$ cat config.mk
export PLATFORM = sky130hd
export DESIGN_NAME = max7219_display_ctrl
export DESIGN_NICKNAME = d
export VERILOG_FILES = /design/src/rtl/max7219_display_ctrl.sv
export SDC_FILE = /design/constraint.sdc
export NUM_CORES = 1
export LEC_CHECK = 0
export ABC_AREA = 1
export BUFFER_PORTS_ARGS = -buffer_cell sky130_fd_sc_hd__buf_2
export CORE_ASPECT_RATIO = 0.75
export CORE_MARGIN = 10
export CORE_UTILIZATION = 50
export DETAILED_ROUTE_END_ITERATION = 10
export PLACE_DENSITY = 0.85
export SLEW_MARGIN = 20
export SYNTH_ARGS = -nofsm -noshare
export SYNTH_HDL_FRONTEND = slang
export SYNTH_SLANG_ARGS = --single-unit
$ cat constraint.sdc
create_clock -name i_clk -period 4.32 [get_ports i_clk]
set_input_delay 0.216 -clock i_clk [delete_from_list [all_inputs] [get_ports i_clk]]
set_output_delay 0.216 -clock i_clk [all_outputs]
set_load 0.005 [all_outputs]
$ cat src/rtl/max7219_display_ctrl.sv
// max7219_display_ctrl: drives the MAX7219 serial port with an init sequence and 9-word display frames
//   i_clk, i_reset_n      system clock, synchronous active-low reset
//   i_update              frame request (pulse or level)
//   i_digits[64]          digit n = i_digits[8n+7:8n], segment byte {dp,a..g}
//   i_intensity[4]        intensity nibble, sampled when the intensity word is loaded
//   o_busy, o_done        word engine active; one-cycle pulse after a frame's last word latches
//   o_serial_load/dout/clk  MAX7219 LOAD, DIN (MSB first), CLK
module max7219_display_ctrl #(
    parameter int CLK_DIV = 2
) (
    input  logic        i_clk,
    input  logic        i_reset_n,
    input  logic        i_update,
    input  logic [63:0] i_digits,
    input  logic [3:0]  i_intensity,
    output logic        o_busy,
    output logic        o_done,
    output logic        o_serial_load,
    output logic        o_serial_dout,
    output logic        o_serial_clk
);
    localparam int DW = $clog2(CLK_DIV) + 1;
    typedef enum logic [2:0] {S_IDLE, S_LD, S_LO, S_HI, S_LATCH} state_t;
    state_t state, state_nx;
    logic [DW-1:0] div;
    logic [3:0] bit_cnt, idx;
    logic frame, pending, done_r;
    logic [15:0] sh, word;
    logic [63:0] fbuf;
    logic [2:0] dsel;
    logic div_end, last_word, word_end, start;
    always_comb begin
        div_end = div == DW'(CLK_DIV - 1);
        last_word = frame ? idx == 4'd8 : idx == 4'd4;
        word_end = state == S_LATCH && div_end;
        // a request seen in the final LATCH cycle chains straight into the next frame
        start = (state == S_IDLE && i_update) || (word_end && last_word && (pending || i_update));
        dsel = 3'(idx - 4'd1);
        word = frame ? (idx == 4'd0 ? {12'h0A0, i_intensity} : {4'h0, idx, fbuf[{dsel, 3'b000} +: 8]})
             : idx == 4'd0 ? 16'h0C01
             : idx == 4'd1 ? 16'h0900
             : idx == 4'd2 ? 16'h0B07
             : idx == 4'd3 ? {12'h0A0, i_intensity}
             : 16'h0F00;
        state_nx = state;
        case (state)
            S_IDLE:  state_nx = i_update ? S_LD : S_IDLE;
            S_LD:    state_nx = S_LO;
            S_LO:    state_nx = div_end ? S_HI : S_LO;
            S_HI:    state_nx = !div_end ? S_HI : bit_cnt == 4'd15 ? S_LATCH : S_LO;
            S_LATCH: state_nx = !div_end ? S_LATCH : (!last_word || start) ? S_LD : S_IDLE;
            default: state_nx = S_IDLE;
        endcase
    end
    always_ff @(posedge i_clk) begin
        if (!i_reset_n) begin
            state <= S_LD;
            div <= '0;
            bit_cnt <= '0;
            idx <= '0;
            frame <= 1'b0;
            pending <= 1'b0;
            done_r <= 1'b0;
            sh <= '0;
        end else begin
            state <= state_nx;
            div <= (state == S_LO || state == S_HI || state == S_LATCH) && !div_end ? div + DW'(1) : '0;
            pending <= !start && (pending || (i_update && state != S_IDLE));
            done_r <= word_end && last_word && frame;
            if (state == S_LD)
                sh <= word;
            if (state == S_HI && div_end) begin
                sh <= {sh[14:0], 1'b0};
                bit_cnt <= bit_cnt + 4'd1;
            end
            if (start) begin
                frame <= 1'b1;
                idx <= '0;
                fbuf <= i_digits;
            end else if (word_end && idx != 4'hF) begin
                idx <= idx + 4'd1;
            end
        end
    end
    assign o_busy = state != S_IDLE;
    assign o_done = done_r;
    assign o_serial_load = state == S_IDLE || state == S_LD || state == S_LATCH;
    assign o_serial_clk = state == S_HI;
    assign o_serial_dout = (state == S_LO || state == S_HI) && sh[15];
endmodule

==> metrics, run 1 <==
Ys Warns 0; CTS H-tree depth 3; Routed WL 9520 um; die height 99.6 um; Post-Syn Area about 0.0042 mm^2; Most used DFF post-synth edfxtp_1; Synth Instances 450; Num CTS Buffers 9; post-cts resize count 0; top cell type's share of synthesized area a little under half; setup ws final between 1500 and 2000 ps; post-DR vias/cell between 5 and 6; Final Hold Viols 0; antenna-violating nets left 0; setup TNS 0 ps; CP required roughly 4300 ps; syn avg cell area 9.40 um^2; top cells by area, synth edfxtp_1 45%, dfxtp_1 15%, nand2_1 10%, inv_1 3.9%, nor2_1 3.8%; Area Overhead vs Synth 16.9%; dpl ws between 1500 and 2000 ps; Crit. End Element flop; Worst Max-Slew Pin Slew 795 ps; clk root buf clkbuf_16; CP max FO 64; die area roughly 0.013 mm^2; initial antenna violation count 0; Max Cap Viol 0; drt drc 0; PD cells ~390 mW/mm^2; HP Class in2reg; Critical Path AT 2740 ps; Seq cells post-synth 96; gr usage total between 10% and 20%; RSZ-0062 raised after global routing no; FILL cells 640; Max Clk Rate 360 MHz; Final Skew about 8 ps; count of different cell masters after synthesis 33; CTS sink cnt 96; post-synthesis sequential area ratio 60.6%; Post-CTS Hold Buffers 0; Die Width about 130 um; Final setup viols 0; Longest Clk Path Bufs 2; critical path class reg2reg; number of synthesized flops with an enable pin 64; Pleak around 1.9 nW; CTS tree yes; via count 3352; Post-Syn Nets between 500 and 600; postcts setup bufs 0; drt first pass iters 4; critical path startpoint category flop; Reg clk slew, reported paths 70 ps; first-pass GRT wire length approximately 16000 um; period utilization 64.3%; vias in the first global route 3382; 1st-iter DRT viols 310; fin nets ~600; hold_ws between 40 and 50 ps; Slew HR 47.0%; input/output buffers 75; gr ovfl total 0; max-slew violations 0; # rows 28; gpl congestion roughly 0.9; cell taking the most area after synthesis edfxtp_1; # IOs 76; layout cells sized above 1 between 20 and 25%; most common cell after layout, fill and taps aside nand2_1; outcome completed; Period minus WS final 2780 ps; antenna cells 0; Async S/R FF share, synth 0%; most frequent cells in the layout 117 x nand2_1, 75 x buf_2, 64 x edfxtp_1; hpwl dp 6750 um; largest net degree at the start of global routing between 60 and 70; Initial Util 52.5%; Core Footprint a little over 0.008 mm^2; DR WL/cell between 15 and 20 um; Peak VDD IR between 0.0002 and 0.00025 V; clk_lat worst skew between 300 and 400 ps
## routing by layer
metal	global-route usage [%]	routed length, um	vias up
met2	24.7	4590	148
met1	19.0	4190	1542
met4	5.94	153	0
met5	0	0	-
met3	4.35	582	17
li1	-	-	1645
## synthesized netlist by cell type, types with 2 or more instances
library cell,n
inv_2,3
nor2_1,43
edfxtp_1,64
o21ai_0,27
inv_1,44
a21oi_1,26
nor2_4,2
buf_2,6
o21ai_1,3
buf_6,3
nand4_1,2
clkbuf_1,6
dfxtp_1,32
nand2_1,117
nand2_2,4
buf_4,2
nand3_1,32
ha_1,6
o22ai_1,9
nor3_1,2
a31oi_1,3
o211ai_1,3
## per-stage QoR
stage                     total power [W]  instances  util (%)  area, um^2
after global routing              0.00198        631      61.4        4940
after global placement            0.00117        615      57.8        4660
after CTS                         0.00192        631      61.4        4940
after floorplan                   0.00112        450         -        4230
after detailed placement          0.00117        615      57.8        4660
final                             0.00191        631      61.4        4940
## power breakdown
part / leakage [nW] / switching [W] / internal, W
combinational: 0.976 / 0.0000822 / 0.0000512
clock: 0.132 / 0.000354 / 0.000401
sequential: 0.839 / 0.0000129 / 0.00101
total: 1.95 / 0.000450 / 0.00146
## logic make-up after synthesis
group | after synthesis | share of synthesized area (%)
simple gates | 207 | 20.5
flops | 96 | 60.6
compound gates | 74 | 9.62
buf+inv | 65 | 6.72
fa+ha+maj | 6 | 1.78
xor+xnor | 2 | 0.769
## final cells by class
type                       instances  area [um^2]  share of cell area, %
clock buffer                       9          225                   4.55
clock inverter                     7         62.6                   1.27
inverter                          48          183                   3.69
multi-input combinational        289         1390                   28.1
sequential                        96         2560                   51.8
tap                              105          131                   2.66
timing repair buffer              77          390                   7.89
## worst max-delay path, stage by stage (launching register included)
cell,delay (ps)
dfxtp_1,320
inv_2,390
ha_1,390
nand4_1,180
o21ai_1,160
nand2_1,170
nor2_4,110
buf_4,620
## sequential cells by signal, indices dropped and copies added (netlist names)
| name | cells |
|---|---|
| bit_cnt | 4 |
| div | 2 |
| fbuf | 64 |
| frame | 1 |
| idx | 4 |
| o_done | 1 |
| pending | 1 |
| sh | 16 |
| state | 3 |
## worst paths after layout
kind | start | endpoint | slack (ps) | cells past startpoint
max reg2reg | idx[0] | fbuf[16] | 1540 | 7
min reg2reg | div[0] | div[0] | 440 | 1
min | i_digits[55] | fbuf[55] | 50 | 1
max | idx[0] | fbuf[16] | 1540 | 7
(Power assumes the default switching activity.)
==> run 2, diff against run 1 <==
CORE_UTILIZATION = 55   (was 50)
PLACE_DENSITY = 0.88   (was 0.85)
clock period = 2.8 ns   (was 4.32 ns; I/O delays follow)
==> metrics, run 2 (synthesis results as in run 1) <==
Final Hold Viols 0 (unchanged); Max Clk Rate 433 MHz (was 360 MHz); die height 95.9 um (was 99.6 um); Slew HR 47.9% (was 47.0%); layout cells sized above 1 18.8% (was 20.7%); antenna cells 0 (unchanged); postcts setup bufs 0 (unchanged); Final Skew 20.3 ps (was 8.01 ps); Crit. End Element flop (unchanged); Area Overhead vs Synth 30.4% (was 16.9%); max reg flops 64 (unchanged); # rows 27 (was 28); post-cts resize count 0 (unchanged); Largest regs fbuf (64), sh (16) (unchanged); drt drc 0 (unchanged); gr ovfl total 0 (unchanged); critical path class reg2reg (unchanged); placed cell count 613 (was 615); Core Footprint 0.00740 mm^2 (was 0.00806 mm^2); antenna-violating nets left 0 (unchanged); CTS tree yes (unchanged); most common cell after layout, fill and taps aside nand2_1 (unchanged); largest net degree at the start of global routing 65 (unchanged); Routed WL 12100 um (was 9520 um); Reg clk slew, reported paths 90 ps (was 70 ps); FILL cells 453 (was 640); max-slew violations 0 (unchanged); via count 3787 (was 3352); Initial Util 57.2% (was 52.5%); CP required 2840 ps (was 4280 ps); post-route insts no fill 693 (was 631); CTS H-tree depth 3 (unchanged); HP Class in2reg (unchanged); 1st-iter DRT viols 428 (was 310); gpl congestion 0.950 (was 0.900); Pleak 2.19 nW (was 1.95 nW); Final setup viols 0 (unchanged); outcome completed (unchanged); clk_lat worst skew 380 ps (was 340 ps); hpwl dp 7050 um (was 6750 um); setup TNS 0 ps (unchanged); vias in the first global route 3924 (was 3382); clk root buf clkbuf_8 (was clkbuf_16); Critical Path AT 2350 ps (was 2740 ps); input/output buffers 75 (unchanged); fin nets 664 (was 598); Period minus WS final 2310 ps (was 2780 ps); Die Width 121 um (was 126 um); period utilization 82.4% (was 64.3%); initial antenna violation count 0 (unchanged); RSZ-0062 raised after global routing no (unchanged); Biggest register fbuf (unchanged); PD cells 507 mW/mm^2 (was 386 mW/mm^2); DR WL/cell 17.4 um (was 15.1 um); most frequent cells in the layout 117 x nand2_1, 75 x buf_2, 64 x edfxtp_1, 64 x dlygate4sd3_1, 44 x inv_1 (was 117 x nand2_1, 75 x buf_2, 64 x edfxtp_1); Max Cap Viol 0 (unchanged); post-DR vias/cell 5.46 (was 5.31); drt first pass iters 5 (was 4); die area 0.0116 mm^2 (was 0.0126 mm^2); gr usage total 21.7% (was 15.3%); Peak VDD IR 0.000420 V (was 0.000240 V); # IOs 76 (unchanged); Worst Max-Slew Pin Slew 780 ps (was 795 ps); critical path startpoint category flop (unchanged); first-pass GRT wire length 19900 um (was 16100 um); Longest Clk Path Bufs 2 (unchanged); CP max FO 64 (unchanged); CTS sink cnt 96 (unchanged); Num CTS Buffers 9 (unchanged)
[run 2: cell count changes in the layout (fill, tap and decap cells not counted), sizes merged]
cell | previous run | this run
dlygate4sd3 | 0 | 64
clkinv | 1 | 4
buf | 77 | 79
clkinvlp | 3 | 1
inv | 51 | 49
bufinv | 0 | 1
[run 2: area by class of cell]
type                       count  area (um^2)  share of cell area [%]
sequential                    96         2560                    46.5
timing repair buffer         143         1060                    19.2
multi-input combinational    289         1390                    25.2
tap                          101          126                    2.29
inverter                      48          183                    3.31
clock inverter                 7         70.1                    1.27
clock buffer                   9          124                    2.25
[run 2: critical path, stage by stage (launching register included)]
cell and delay, ps:
dfxtp_1 310, inv_1 50, ha_1 290, inv_1 120, nor2_1 220, inv_1 120, o21ai_1 150, nand2_1 190
nor2_4 170, buf_12 310
[run 2: what timing repair did]
action / CTS / global route
endpoints found under the setup margin: 0 / 0
endpoints found under the hold margin: 64 / 0
hold buffers: 64 / 0
[run 2: per-stage QoR]
stage / setup WS [ps] / area [um^2] / hold WS (ps) / total power [W] / utilization (%)
final: 493 / 5510 / 49.6 / 0.00279 / 74.5
after global routing: 369 / 5510 / 58.5 / 0.00288 / 74.5
after CTS: 628 / 5510 / 36.6 / 0.00275 / 74.5
after detailed placement: 648 / 4680 / 318 / 0.00182 / 63.3
after global placement: 820 / 4680 / 316 / 0.00181 / 63.3
after floorplan: 10.5 / 4240 / 239 / 0.00172 / -
[run 2: final timing paths]
path	startpoint	end	slack, ps	cells after the start
max reg2reg	div[1]	fbuf[59]	490	9
min	i_reset_n	state[0]	50	2
min reg2reg	div[0]	div[0]	420	1
max	div[1]	fbuf[59]	490	9
[run 2: report_power, final]
part | leakage, nW | switching [W] | internal, W
logic | 1.26 | 0.000151 | 0.000139
registers | 0.839 | 0.0000207 | 0.00156
clock network | 0.0994 | 0.000514 | 0.000413
[run 2: routing by layer]
layer	track usage, %	share of wire (%)	up-vias
li1	-	-	1774
met1	24.4	37	1749
met2	38.1	51	219
met3	6.26	8.8	45
met4	10.1	3.9	0
met5	0	0	-
